## src/rtl/multicycle_ctrl.sv

```systemverilog
// Control FSM for a multicycle RV32I subset core: sequences fetch, decode, memory,
// ALU and branch steps, with wait states on mem_ready and an absorbing TRAP state.
module multicycle_ctrl (
    input  logic       clk,
    input  logic       reset,
    input  logic [6:0] op,
    input  logic [2:0] funct3,
    input  logic       funct7b5,
    input  logic       Zero,
    input  logic       Negative,
    input  logic       Carry,
    input  logic       Overflow,
    input  logic       mem_ready,
    output logic       PCWrite,
    output logic       IRWrite,
    output logic       RegWrite,
    output logic       MemWrite,
    output logic       MemReq,
    output logic       AdrSrc,
    output logic [1:0] ResultSrc,
    output logic [1:0] ALUSrcA,
    output logic [1:0] ALUSrcB,
    output logic [2:0] ImmSrc,
    output logic [2:0] ALUControl,
    output logic [3:0] state,
    output logic       illegal
);

    typedef enum logic [3:0] {
        S_FETCH    = 4'd0,
        S_DECODE   = 4'd1,
        S_MEMADR   = 4'd2,
        S_MEMREAD  = 4'd3,
        S_MEMWB    = 4'd4,
        S_MEMWRITE = 4'd5,
        S_EXECR    = 4'd6,
        S_EXECI    = 4'd7,
        S_ALUWB    = 4'd8,
        S_BRANCH   = 4'd9,
        S_JAL      = 4'd10,
        S_TRAP     = 4'd15
    } state_t;

    localparam logic [6:0] OP_LW     = 7'b0000011;
    localparam logic [6:0] OP_SW     = 7'b0100011;
    localparam logic [6:0] OP_RTYPE  = 7'b0110011;
    localparam logic [6:0] OP_ITYPE  = 7'b0010011;
    localparam logic [6:0] OP_BRANCH = 7'b1100011;
    localparam logic [6:0] OP_JAL    = 7'b1101111;

    localparam logic [2:0] ALU_ADD = 3'b000;
    localparam logic [2:0] ALU_SUB = 3'b001;
    localparam logic [2:0] ALU_AND = 3'b010;
    localparam logic [2:0] ALU_OR  = 3'b011;
    localparam logic [2:0] ALU_SLT = 3'b101;

    state_t state_q, state_d;

    logic pc_write_raw, ir_write_raw, reg_write_raw, mem_write_raw, mem_req_raw;
    logic arith_bad_f3, branch_bad_f3;

    // Shared R/I-type funct3 map; sub_ok is false for immediates since Instr[30] is immediate data there.
    function automatic logic [2:0] alu_decode(input logic [2:0] f3, input logic sub_ok);
        case (f3)
            3'b000:  alu_decode = sub_ok ? ALU_SUB : ALU_ADD;
            3'b010:  alu_decode = ALU_SLT;
            3'b110:  alu_decode = ALU_OR;
            3'b111:  alu_decode = ALU_AND;
            default: alu_decode = ALU_ADD;
        endcase
    endfunction

    function automatic logic branch_taken(input logic [2:0] f3, input logic z, input logic n,
                                          input logic c, input logic v);
        case (f3)
            3'b000:  branch_taken = z;
            3'b001:  branch_taken = !z;
            3'b100:  branch_taken = n ^ v;
            3'b101:  branch_taken = !(n ^ v);
            3'b110:  branch_taken = !c;
            3'b111:  branch_taken = c;
            default: branch_taken = 1'b0;
        endcase
    endfunction

    assign arith_bad_f3  = (funct3 == 3'b001) || (funct3 == 3'b011) ||
                           (funct3 == 3'b100) || (funct3 == 3'b101);
    assign branch_bad_f3 = (funct3 == 3'b010) || (funct3 == 3'b011);

    always_ff @(posedge clk) begin
        if (!reset) begin
            state_q <= S_FETCH;
        end else begin
            state_q <= state_d;
        end
    end

    always_comb begin
        state_d       = state_q;
        pc_write_raw  = 1'b0;
        ir_write_raw  = 1'b0;
        reg_write_raw = 1'b0;
        mem_write_raw = 1'b0;
        mem_req_raw   = 1'b0;
        AdrSrc        = 1'b0;
        ResultSrc     = 2'b00;
        ALUSrcA       = 2'b00;
        ALUSrcB       = 2'b00;
        ImmSrc        = 3'b000;
        ALUControl    = ALU_ADD;
        illegal       = 1'b0;

        case (state_q)
            S_FETCH: begin
                mem_req_raw = 1'b1;
                if (mem_ready) begin
                    ir_write_raw = 1'b1;
                    pc_write_raw = 1'b1;
                    ALUSrcB      = 2'b10;
                    ResultSrc    = 2'b10;
                    state_d      = S_DECODE;
                end
            end
            S_DECODE: begin
                // Precompute the branch target into ALUOut while the opcode is decoded.
                ALUSrcA = 2'b01;
                ALUSrcB = 2'b01;
                ImmSrc  = 3'b010;
                case (op)
                    OP_LW, OP_SW: state_d = S_MEMADR;
                    OP_RTYPE:     state_d = arith_bad_f3  ? S_TRAP : S_EXECR;
                    OP_ITYPE:     state_d = arith_bad_f3  ? S_TRAP : S_EXECI;
                    OP_BRANCH:    state_d = branch_bad_f3 ? S_TRAP : S_BRANCH;
                    OP_JAL:       state_d = S_JAL;
                    default:      state_d = S_TRAP;
                endcase
            end
            S_MEMADR: begin
                ALUSrcA = 2'b10;
                ALUSrcB = 2'b01;
                ImmSrc  = (op == OP_SW) ? 3'b001 : 3'b000;
                state_d = (op == OP_SW) ? S_MEMWRITE : S_MEMREAD;
            end
            S_MEMREAD: begin
                mem_req_raw = 1'b1;
                AdrSrc      = 1'b1;
                if (mem_ready) state_d = S_MEMWB;
            end
            S_MEMWB: begin
                ResultSrc     = 2'b01;
                reg_write_raw = 1'b1;
                state_d       = S_FETCH;
            end
            S_MEMWRITE: begin
                mem_req_raw   = 1'b1;
                AdrSrc        = 1'b1;
                mem_write_raw = 1'b1;
                if (mem_ready) state_d = S_FETCH;
            end
            S_EXECR: begin
                ALUSrcA    = 2'b10;
                ALUControl = alu_decode(funct3, funct7b5);
                state_d    = S_ALUWB;
            end
            S_EXECI: begin
                ALUSrcA    = 2'b10;
                ALUSrcB    = 2'b01;
                ALUControl = alu_decode(funct3, 1'b0);
                state_d    = S_ALUWB;
            end
            S_ALUWB: begin
                reg_write_raw = 1'b1;
                state_d       = S_FETCH;
            end
            S_BRANCH: begin
                ALUSrcA      = 2'b10;
                ALUControl   = ALU_SUB;
                pc_write_raw = branch_taken(funct3, Zero, Negative, Carry, Overflow);
                state_d      = S_FETCH;
            end
            S_JAL: begin
                ALUSrcA      = 2'b01;
                ALUSrcB      = 2'b10;
                pc_write_raw = 1'b1;
                state_d      = S_ALUWB;
            end
            S_TRAP: begin
                illegal = 1'b1;
            end
            default: state_d = S_TRAP;
        endcase
    end

    // Strobes are squashed while reset is held so an interrupted access never commits.
    assign PCWrite  = reset & pc_write_raw;
    assign IRWrite  = reset & ir_write_raw;
    assign RegWrite = reset & reg_write_raw;
    assign MemWrite = reset & mem_write_raw;
    assign MemReq   = reset & mem_req_raw;
    assign state    = state_q;

endmodule

```

## config.mk

```make
export PLATFORM = sky130hd
export DESIGN_NAME = multicycle_ctrl
export DESIGN_NICKNAME = d
export VERILOG_FILES = /design/src/rtl/multicycle_ctrl.sv
export SDC_FILE = /design/constraint.sdc
export NUM_CORES = 1
export LEC_CHECK = 0
export BUFFER_PORTS_ARGS = -buffer_cell sky130_fd_sc_hd__buf_2
export CORE_MARGIN = 3
export CORE_UTILIZATION = 38
export DETAILED_ROUTE_END_ITERATION = 6
export PLACE_DENSITY = 0.8
export SLEW_MARGIN = 20
export SYNTH_ARGS = -nofsm -noshare
export SYNTH_HDL_FRONTEND = slang
export SYNTH_SLANG_ARGS = --single-unit
export TNS_END_PERCENT = 5
```

## constraint.sdc

```tcl
create_clock -name clk -period 1.45 [get_ports clk]
set_input_delay 0.0725 -clock clk [delete_from_list [all_inputs] [get_ports clk]]
set_output_delay 0.0725 -clock clk [all_outputs]
set_load 0.005 [all_outputs]
```

==> impl_metrics.json <==
{
  "fin_worst_skew_ns": 0.00473,
  "whs_ns": 0.127,
  "core_um2": 1820,
  "layout.nets": 179,
  "crit_fanout": 6,
  "grt_first_pass_wirelength_mm": 4.10,
  "postPlaceCellArea_um2": 1020,
  "first_global_vias": 885,
  "dr.pass1.iters": 4,
  "crit_type": "reg2out",
  "clock_sinks": 4,
  "postLayoutCoreUtil_pct": 63.2,
  "end_kind": "primary output",
  "die_w_um": 51.0,
  "drv_slew": 0,
  "yosysWarnings": 0,
  "timing.rr.start": "state[2]",
  "reg2reg_depth": 4,
  "antenna_cells": 0,
  "place_hpwl_mm": 1.83,
  "setup_viol": 5,
  "synthTopCellsByCount": "13 x nor2_1, 8 x nor3_1, 7 x nand2_1, 7 x nor2b_1",
  "setup_ws_ns": -0.0816,
  "syn2layout_area_growth_pct": 49.7,
  "antenna_found_initial": 0,
  "wl_per_cell_um": 14.2,
  "maxCapViolations": 0,
  "gp_congestion": 0.886,
  "clockBufferDepth": 2,
  "cts_root_buffer": "clkbuf_4",
  "pre_cts_slack_ns": -0.0797,
  "grt_max_degree": 15,
  "io_pins": 41,
  "failed_checks": "setup timing",
  "drc_errors": 0,
  "postSynthCellCount": 115,
  "hold_buffers": 0,
  "gr-usage-all-layers_pct": 20.7,
  "multi_input_area_um2": 694,
  "finalCritPeriodShare_pct": 106,
  "largest_reg_flops": 4,
  "holdCritStartpoint": "reset",
  "start_kind": "register",
  "synth-edff-count": 0,
  "hp-class": "in2reg",
  "drive_gt1_share_pct": 48.4,
  "start_util_pct": 42.2,
  "port-buffer-count": 39,
  "synth_top_area_share_pct": 10.4,
  "p_per_area_nw_per_um2": 1730,
  "rsz0062_at_grt": "yes",
  "grt_overflow": 0,
  "outcome": "complete, but fails checks",
  "ir_drop_v": 0.00111,
  "cts_tree": "done",
  "arrival_ns": 1.46,
  "synth.distinct_cells": 42,
  "fin_crit_ns": 1.53,
  "first_iter_violations": 54,
  "hold_viol_final": 0,
  "syn_nets": 133,
  "power.total_w": 0.00199,
  "die_h_um": 51.0,
  "ys_seq_area_share_pct": 10.4,
  "synthArstFlopShare_pct": 0,
  "filler_cell_count": 161,
  "stdcell_area_um2": 1150,
  "r2r-end": "state[1]",
  "rows": 15,
  "whs_endpoint": "state[2]",
  "synthMostInstantiatedCell": "nor2_1",
  "postRouteAntennaNets": 0,
  "clkTransAtPathRegs_ns": 0.04,
  "p_leak_nw": 0.568,
  "vias": 1030,
  "seqCellArea_um2": 90.1,
  "viasPerCell": 5.60,
  "cts_made_buffers": 3,
  "yosysTopAreaCell": "dfxtp_1",
  "synth.area.top_cells": "dfxtp_1 10%, nor2_1 6.4%, nor2b_1 5.7%",
  "synth_flop_cell": "dfxtp_1",
  "ys_seq_elements": 4,
  "whs_path_depth": 2,
  "routed_wirelength_mm": 2.62,
  "fp.dieArea_um2": 2600,
  "r2r_slack_ns": -0.05,
  "synth_area_um2": 768,
  "htree_levels": 1,
  "fmax_mhz": 653,
  "clock_latency_ns": 0.24,
  "critPathRequiredTime_ns": 1.38,
  "syn_avg_cell_area_um2": 6.68
}
## power by group
part	internal (W)	switching, W
Combinational	0.000797	0.000798
Sequential	0.000179	0.0000731
Clock	0.0000927	0.0000469
## per-layer routing
layer | part of all wire (%) | up-vias | wire [um] | track usage, %
met1 | 41 | 477 | 1090 | 26.4
li1 | - | 505 | - | -
met2 | 50 | 42 | 1320 | 32.6
met3 | 5.8 | 6 | 151 | 1.75
met5 | 0 | - | 0 | 0
met4 | 2.6 | 0 | 68 | 13.9
## layout by cell type (no fill, tap or decap), types with 3 or more instances in the layout
master	count
xor2_1	4
buf_2	39
inv_1	3
o22ai_1	4
o21ai_0	5
nand2b_1	3
nor2_1	11
nor3_1	5
buf_4	8
buf_6	4
and2_1	4
and3_1	5
clkbuf_4	3
a21oi_1	5
nor3b_1	3
nand2_1	6
nor2b_1	5
## area by class of cell
class / count / area share, %
repair buffers: 51 / 26.1
inverters: 3 / 0.979
flip-flops and latches: 4 / 7.83
well taps: 25 / 2.72
clock buffers: 3 / 1.96
multi-input cells: 98 / 60.4
## how the worst max path moves through the flow
stage,startpoint,end,cells after the start
2_1_floorplan,state[1],state[1],5
3_3_place_gp,state[0],PCWrite,5
3_5_place_dp,state[0],PCWrite,5
4_1_cts,state[2],ImmSrc[0],3
5_1_grt,state[0],PCWrite,6
6_report,state[2],PCWrite,6
## logic make-up after synthesis
logic type                Yosys count  share of synthesized area (%)
other                               1                          0.488
DFF                                 4                           10.4
buffers and inverters              13                           8.30
xor gates and xnor gates            6                           6.84
and+or+nand+nor                    60                           44.1
muxes                               1                           1.47
AOI/OAI and AO/OA                  30                           28.3
## critical path, stage by stage, from the launching register on
cell and delay [ns]:
dfxtp_2 0.33, buf_6 0.13, nand3b_1 0.20, buf_4 0.17
nor3_2 0.14, o31a_1 0.13, buf_2 0.11
## through the flow
stage | cells | setup TNS (ns)
global placement | 179 | -0.00909
global route | 184 | -0.681
detailed placement | 179 | -0.241
finish | 184 | -0.282
CTS | 184 | -0.255
floorplan | 115 | 0
## what timing repair did
action / 4_1_cts / 5_1_grt
setup buffers: 2 / 0
endpoints found under the setup margin: 16 / 15
resized for setup: 19 / 9
pin swaps: 2 / 1
(Power assumes the default switching activity.)
